### src/rtl/operand_fetch_unit.sv
// operand_fetch_unit: reader-side front end of the 8x16 register file.
//   Accepts decoded instructions over valid/ready and drives the RF read ports.
//   Scoreboards in-flight destinations and stalls on read-after-write hazards.
//   Presents registered operands plus control to execute, one cycle after accept.
// Ports:
//   clk, rst (sync, active-high)
//   in_valid/in_ready, in_src1, in_src2, in_use_src2, in_dst, in_dst_en, in_ctrl
//   rf_read_addr_1/2 (out), rf_read_data_1/2 (in)
//   wb_en, wb_addr, wb_data (write-back snoop)
//   out_valid/out_ready, out_op1, out_op2, out_dst, out_dst_en, out_ctrl
//   busy (scoreboard, bit i = register i has a pending write)
// Options:
//   OFU_BYPASS_EN: when defined, same-cycle write-back data is forwarded
//   into the operands so a dependent instruction issues in the wb cycle.
module operand_fetch_unit #(
    parameter int DATA_W   = 16,
    parameter int ADDR_W   = 3,
    parameter int NUM_REGS = 8,
    parameter int CTRL_W   = 8
) (
    input  logic                clk,
    input  logic                rst,
    input  logic                in_valid,
    output logic                in_ready,
    input  logic [ADDR_W-1:0]   in_src1,
    input  logic [ADDR_W-1:0]   in_src2,
    input  logic                in_use_src2,
    input  logic [ADDR_W-1:0]   in_dst,
    input  logic                in_dst_en,
    input  logic [CTRL_W-1:0]   in_ctrl,
    output logic [ADDR_W-1:0]   rf_read_addr_1,
    output logic [ADDR_W-1:0]   rf_read_addr_2,
    input  logic [DATA_W-1:0]   rf_read_data_1,
    input  logic [DATA_W-1:0]   rf_read_data_2,
    input  logic                wb_en,
    input  logic [ADDR_W-1:0]   wb_addr,
    input  logic [DATA_W-1:0]   wb_data,
    output logic                out_valid,
    input  logic                out_ready,
    output logic [DATA_W-1:0]   out_op1,
    output logic [DATA_W-1:0]   out_op2,
    output logic [ADDR_W-1:0]   out_dst,
    output logic                out_dst_en,
    output logic [CTRL_W-1:0]   out_ctrl,
    output logic [NUM_REGS-1:0] busy
);

    logic [NUM_REGS-1:0] busy_q, busy_d;
    logic                valid_q;
    logic [DATA_W-1:0]   op1_q, op2_q;
    logic [ADDR_W-1:0]   dst_q;
    logic                dst_en_q;
    logic [CTRL_W-1:0]   ctrl_q;

    logic                fwd1, fwd2;
    logic                haz1, haz2;
    logic                accept;
    logic [DATA_W-1:0]   op1_d, op2_d;

    assign rf_read_addr_1 = in_src1;
    assign rf_read_addr_2 = in_src2;

`ifdef OFU_BYPASS_EN
    assign fwd1 = wb_en && (wb_addr == in_src1);
    assign fwd2 = wb_en && (wb_addr == in_src2);
`else
    assign fwd1 = 1'b0;
    assign fwd2 = 1'b0;
`endif

    // A forwarded source is satisfied this cycle even though busy is still set.
    assign haz1 = busy_q[in_src1] && !fwd1;
    assign haz2 = in_use_src2 && busy_q[in_src2] && !fwd2;

    assign in_ready = (!valid_q || out_ready) && !haz1 && !haz2;
    assign accept   = in_valid && in_ready;

    assign op1_d = fwd1 ? wb_data : rf_read_data_1;
    assign op2_d = !in_use_src2 ? '0 :
                   fwd2 ? wb_data : rf_read_data_2;

    // Clear on write-back first so a same-cycle set of the same register wins.
    always_comb begin
        busy_d = busy_q;
        if (wb_en) begin
            busy_d[wb_addr] = 1'b0;
        end
        if (accept && in_dst_en) begin
            busy_d[in_dst] = 1'b1;
        end
    end

    always_ff @(posedge clk) begin
        if (rst) begin
            busy_q   <= '0;
            valid_q  <= 1'b0;
            op1_q    <= '0;
            op2_q    <= '0;
            dst_q    <= '0;
            dst_en_q <= 1'b0;
            ctrl_q   <= '0;
        end else begin
            busy_q <= busy_d;
            if (accept) begin
                valid_q  <= 1'b1;
                op1_q    <= op1_d;
                op2_q    <= op2_d;
                dst_q    <= in_dst;
                dst_en_q <= in_dst_en;
                ctrl_q   <= in_ctrl;
            end else if (out_ready) begin
                valid_q <= 1'b0;
            end
        end
    end

    assign out_valid  = valid_q;
    assign out_op1    = op1_q;
    assign out_op2    = op2_q;
    assign out_dst    = dst_q;
    assign out_dst_en = dst_en_q;
    assign out_ctrl   = ctrl_q;
    assign busy       = busy_q;

endmodule

### config.mk
export PLATFORM = sky130hd
export DESIGN_NAME = operand_fetch_unit
export DESIGN_NICKNAME = d
export VERILOG_FILES = /design/src/rtl/operand_fetch_unit.sv
export SDC_FILE = /design/constraint.sdc
export NUM_CORES = 1
export LEC_CHECK = 0
export CAP_MARGIN = 30
export CORE_MARGIN = 2
export CORE_UTILIZATION = 38
export DETAILED_ROUTE_END_ITERATION = 16
export PLACE_DENSITY = 0.85
export SLEW_MARGIN = 40
export SYNTH_ARGS = -nofsm -noshare
export SYNTH_HDL_FRONTEND = slang
export SYNTH_SLANG_ARGS = --single-unit
### constraint.sdc
create_clock -name clk -period 1.94 [get_ports clk]
set_input_delay 0.194 -clock clk [delete_from_list [all_inputs] [get_ports clk]]
set_output_delay 0.194 -clock clk [all_outputs]
set_load 0.01 [all_outputs]
# Yosys cells after proc, flatten, opt, wreduce, memory -nomap -nowiden
# Index checks and enable logic that the tools add are counted.
totals:
  regBits: 53
  latch_bits: 0
  ramBits: 0
  mem_bits_ro: 0
  in_bits: 75
  output_inout_bits: 60
  word_cells: 41
  memories: 0
op_classes:
  n_addsub: 0
  n_mul: 0
  div_mod_pow: 0
  order_cmp: 6
  n_eq_ne: 0
  shifts: 0
  mux: 13
  n_bitwise: 3
  reduce_logical: 12
ops:
  columns: ["op", "n"]
  rows:
  - ["$lt A3 B4 Y1 const B", 4]
  - ["$mux W16", 1]
  - ["$mux W8", 2]
  - ["$and A8 B8 Y8", 1]
  - ["$not A8 Y8", 1]
  - ["$or A8 B8 Y8", 1]
  - ["$logic_and A1 B1 Y1", 7]
  - ["$bmux W1 S3", 2]
  - ["$demux W1 S3", 2]
  - ["$ge A3 B1 Y1 const B", 2]
  - ["$mux W1", 6]
  - ["$logic_not A1 Y1", 3]
  - ["$reduce_bool A2 Y1", 1]
  - ["$logic_or A1 B1 Y1", 1]

# Longest topological paths before layout
depth:
  depth_word: 9
  depth_mapped: 9
  depth_no_buf: 6

# Worst setup path after synthesis
# No wires, ideal clock.
synth_path:
  path_type: "register -> register"
  from: "reg busy_q[7], in the netlist busy[7]"
  to: "reg ctrl_q[1], in the netlist out_ctrl[1]"
  setup_time_ps: 70
  t_arrival_ps: 1718
  t_required_ps: 1870
  setup_slack_ps: 152
  path_stages_with_launch: 9
  n_path_buf: 2
  period_less_slack_ps: 1788
  path_cell_list: "dfxtp_1 mux2_1 a222oi_1 o211ai_2 inv_2 buf_6 buf_6 nand3_1 a21oi_1"
synth_via:
  elab_chain_cells: 6
  elab_cells_between_ends: 10
  cone_classes: "mux (4); reduce/logical (6)"
synth_lines:
  columns: ["item", "line_no", "text"]
  rows:
  - ["start, declared", "48", "logic [NUM_REGS-1:0] busy_q, busy_d;"]
  - ["start signal, assigned", "103", "busy_q <= busy_d;"]
  - ["$bmux W1 S3 (on tied branches)", "72, 73", null]
  - ["$mux W1 (on tied branches)", "72, 73", null]
  - ["$logic_not A1 Y1 / $logic_and A1 B1 Y1 (equally long branches)", "75, 73", null]
  - ["$logic_and A1 B1 Y1 / $logic_not A1 Y1 (equally long branches)", "75", "assign in_ready = (!valid_q || out_ready) && !haz1 && !haz2;"]
  - ["$logic_and A1 B1 Y1 *", "75", null]
  - ["named net in_ready", "24", "output logic in_ready,"]
  - ["$logic_and A1 B1 Y1 *", "76", "assign accept = in_valid && in_ready;"]
  - ["end signal, assigned", "110", "ctrl_q <= in_ctrl;"]
  - ["end, declared", "53", "logic [CTRL_W-1:0] ctrl_q;"]
# The timed path passes the listed nets; every way through them passes the cells marked *. The select of a mux whose other input is x is not followed.
# A chain may end at the register's enable or synchronous reset.

# Worst setup path after layout
layout_path:
  from: "reg busy_q[6], in the netlist busy[6]"
  to: "reg op2_q[11], in the netlist out_op2[11]"
layout_via:
  elab_chain_cells: 6
  elab_cells_between_ends: 10
  cone_classes: "mux (4); reduce/logical (6)"
layout_lines:
  columns: ["item", "line_no", "text"]
  rows:
  - ["$bmux W1 S3 (on tied branches)", "72, 73", null]
  - ["$mux W1 (on tied branches)", "72, 73", null]
  - ["$logic_not A1 Y1 / $logic_and A1 B1 Y1 (equally long branches)", "75, 73", null]
  - ["$logic_and A1 B1 Y1 / $logic_not A1 Y1 (equally long branches)", "75", null]
  - ["$logic_and A1 B1 Y1 *", "75", null]
  - ["$logic_and A1 B1 Y1 *", "76", null]
  - ["end signal, assigned", "107", "op2_q <= op2_d;"]
  - ["end, declared", "50", "logic [DATA_W-1:0] op1_q, op2_q;"]
# Mark *: on every way between the ends. The rest lies on a longest branch, timed or not. The select of a mux whose other input is x is not followed.

==> flow_summary.ini <==
[logic_synthesis]
ys_warn_count = 0
synth_seq_cells = 53
synth_compound_area_share_pct = 25.1
yosysUniqueCellTypes = 28
synth_fp_nets = 352
synth_top_family_by_area = compound AO/OA/AOI/OAI gates
synth.area.mux_share_pct = 3.79
synthAdderAreaFrac_pct = 0
syn_area_sq_um = 2310
synth_area_per_cell_sq_um = 8.34
ys_seq_area_share_pct = 45.9
synthSimpleGateAreaFrac_pct = 16.8
syn-instance-count = 277
synth_xor_area_share_pct = 0

[floorplan]
rows = 28
coreArea_sq_um = 5890
ios = 135
die_h_um = 82.0
start_util_pct = 39.3
dieArea_sq_um = 6720
fp.dieW_um = 82.0

[cts]
clk_latency_ns = 0.30
clockRootBuffer = clkbuf_8
cts_buffers = 5
clk_pin_slew_ns = 0.10
cts_buffer_depth = 2
ctsHtreeMaxLevel = 2
cts_tree = yes
cts.sinks = 53

[critical_path]
cp_max_fo = 8
r2r-start = busy[6]$_SDFF_PP0_
startpoint_type = flop
cp.arrival_ns = 2.27
critPathLaunch = busy[6]$_SDFF_PP0_
path_class = reg2reg
critPathCaptureType = flop
rr_worst_depth = 8
required_ns = 2.17

[cells_and_area]
final_core_util_pct = 66.4
nFillCells = 485
antenna_cells = 0
layout.cells.non_filler = 471
design_area_sq_um = 3910
fin_nets = 470
area_growth_pct = 69.2
drive_above_1_share_pct = 14.6

[sta]
rsz0062_at_grt = yes
period_share_pct = 105
slew_headroom_pct = 50.1
hold_viol_final = 0
finalMaxSlewViolations = 0
setup_viol = 40
fin_worst_skew_ns = 0.00810
period_needed_ns = 2.05
fin_ws_ns = -0.106
worst_slew_pin_slew_ns = 0.748
hold_ws_ns = 0.370
fmax_mhz = 489

[hold_path]
hold_path_depth = 3
hold_start = in_valid
min_path_type = in2reg

[drt]
antenna_left = 0
via_per_inst = 5.55
wl_per_cell_um = 16.3
wirelength_um = 7670
drtIter0Drc = 126
via_count = 2612
first_pass_iters = 5
drc = 0

[job]
max_cap_viol_count = 0

[place]
dpl_worst_slack_ns = -0.614
gp_congestion = 0.828
portBuffers = 118
dp_hpwl_um = 5070
placed_cells = 453
place_area_sq_um = 3530

[grt]
grt_pass1_vias = 2396
grt_max_degree = 45
overflow = 0
grt_use_total_pct = 20.4
antenna_found_initial = 0
grt_first_pass_wirelength_um = 10800

[pwr]
swShare_pct = 26.1
p_int_uw = 1940
p_leak_uw = 0.00141
cellPowerDensity_nw_per_um2 = 672
netSwitchingPower_uw = 685
combPwrFrac_pct = 25.7
clockPowerShare_pct = 29.6
seq_power_share_pct = 44.7
irDropWorstVdd_uv = 387

[status]
violations = setup timing
status = finished with violations
-- synth_stat cells --
cell	count	share of area (%)
a21oi_1	45	9.7
a221o_1	1	0.43
a222oi_1	1	0.43
a31oi_1	1	0.27
and2_1	1	0.27
buf_2	2	0.43
buf_4	6	1.9
buf_6	4	1.9
clkbuf_1	20	3.2
dfxtp_1	53	46
inv_1	4	0.65
inv_2	1	0.16
mux2_1	1	0.49
mux2_2	3	1.5
mux2i_1	2	0.87
mux4_2	1	0.97
nand2_1	5	0.81
nand2b_1	6	1.6
nand3_1	28	6.1
nand4_1	16	4.3
nor2_1	4	0.65
nor2b_1	3	0.81
o211ai_2	1	0.54
o21ai_0	50	11
o22ai_1	8	2.2
o31ai_1	2	0.65
or3_1	6	1.6
or4_1	2	0.65
-- state kept, by name, summed over array words and instances, names as in the netlist --
register	flops
busy	8
out_dst_en	1
out_ctrl	8
out_op1	16
out_dst	3
out_op2	16
out_valid	1
-- layout make-up --
type	count	area [sq um]	area share, %
Clock buffer	6	82.6	2.11
Timing Repair Buffer	143	1510	38.5
Clock inverter	2	37.5	0.960
Inverter	5	18.8	0.480
Multi-Input combinational cell	187	1110	28.3
Sequential cell	53	1060	27.2
Tap cell	75	93.8	2.40
-- per-stage QoR --
step                      total power, uW  setup TNS (ns)
after floorplan                      1440               0
after global placement               1740          -26.31
after detailed placement             1750          -29.09
after CTS                            2520          -0.738
after global routing                 2740           -3.18
final                                2630          -0.829
-- per-layer routing --
| layer | track usage [%] | wire length, um | vias up |
|---|---|---|---|
| met5 | 0 | 0 | - |
| met4 | 5.17 | 96 | 0 |
| met3 | 5.49 | 564 | 12 |
| met2 | 36.3 | 3890 | 109 |
| met1 | 24.3 | 3120 | 1242 |
| li1 | - | - | 1249 |
-- kinds of logic (layout without fill, tap and decap cells) --
logic type / count (synthesis) / in the layout
mux: 7 / 7
compound gates: 109 / 109
buf+inv: 37 / 156
simple gates: 71 / 71
flops: 53 / 53
-- path summary, 6_finish.rpt --
path / endpoint / slack [ns]
setup / recovery: out_op2[11]$_SDFFE_PP0P_ / -0.11
hold / removal: out_op2[10]$_SDFFE_PP0P_ / 0.37
setup reg to reg: out_op2[11]$_SDFFE_PP0P_ / -0.11
hold reg to reg: out_op1[5]$_SDFFE_PP0P_ / 0.48
-- power groups by stage --
stage	logic, uW	clock network, uW	registers (uW)
floorplan	217	0	1220
global placement	542	0	1200
detailed placement	553	0	1200
CTS	557	795	1170
global route	720	839	1180
finish	675	779	1170
-- critical path, cell delays in order (launching register included) --
cell      delay, ns
dfxtp_2        0.34
mux2_4         0.26
a222oi_1       0.38
o211ai_2       0.20
inv_2          0.17
buf_12         0.16
buf_12         0.12
nand4_1        0.12
a21oi_2        0.19
-- placed cells by master, fill, tap and decap left out, types with 2 or more instances in the layout --
cell               n
dfxtp_2            3
o21ai_1           15
nand2b_1           6
o21ai_0           34
buf_6              3
nand3_1           26
buf_12             4
a21oi_2            9
o22ai_1            8
mux2i_1            2
or3_1              6
a21oi_1           36
inv_1              4
clkdlybuf4s50_1  112
clkbuf_16          5
o31ai_1            2
nand2_1            5
mux2_2             3
dlygate4sd2_1      2
clkbuf_8           6
nand4_1           16
buf_4             14
or4_1              2
nand3_2            2
nor2_1             4
buf_2              2
nor2b_1            3
dfxtp_1           50
-- timing repair --
item / in CTS / in global routing
pin swaps: 5 / 26
cloned: 0 / 6
endpoints found under the setup margin: 54 / 54
hold buffers: 0 / 0
gates resized for setup: 8 / 43
buffers inserted: 1 / 3
(Power assumes the default switching activity.)
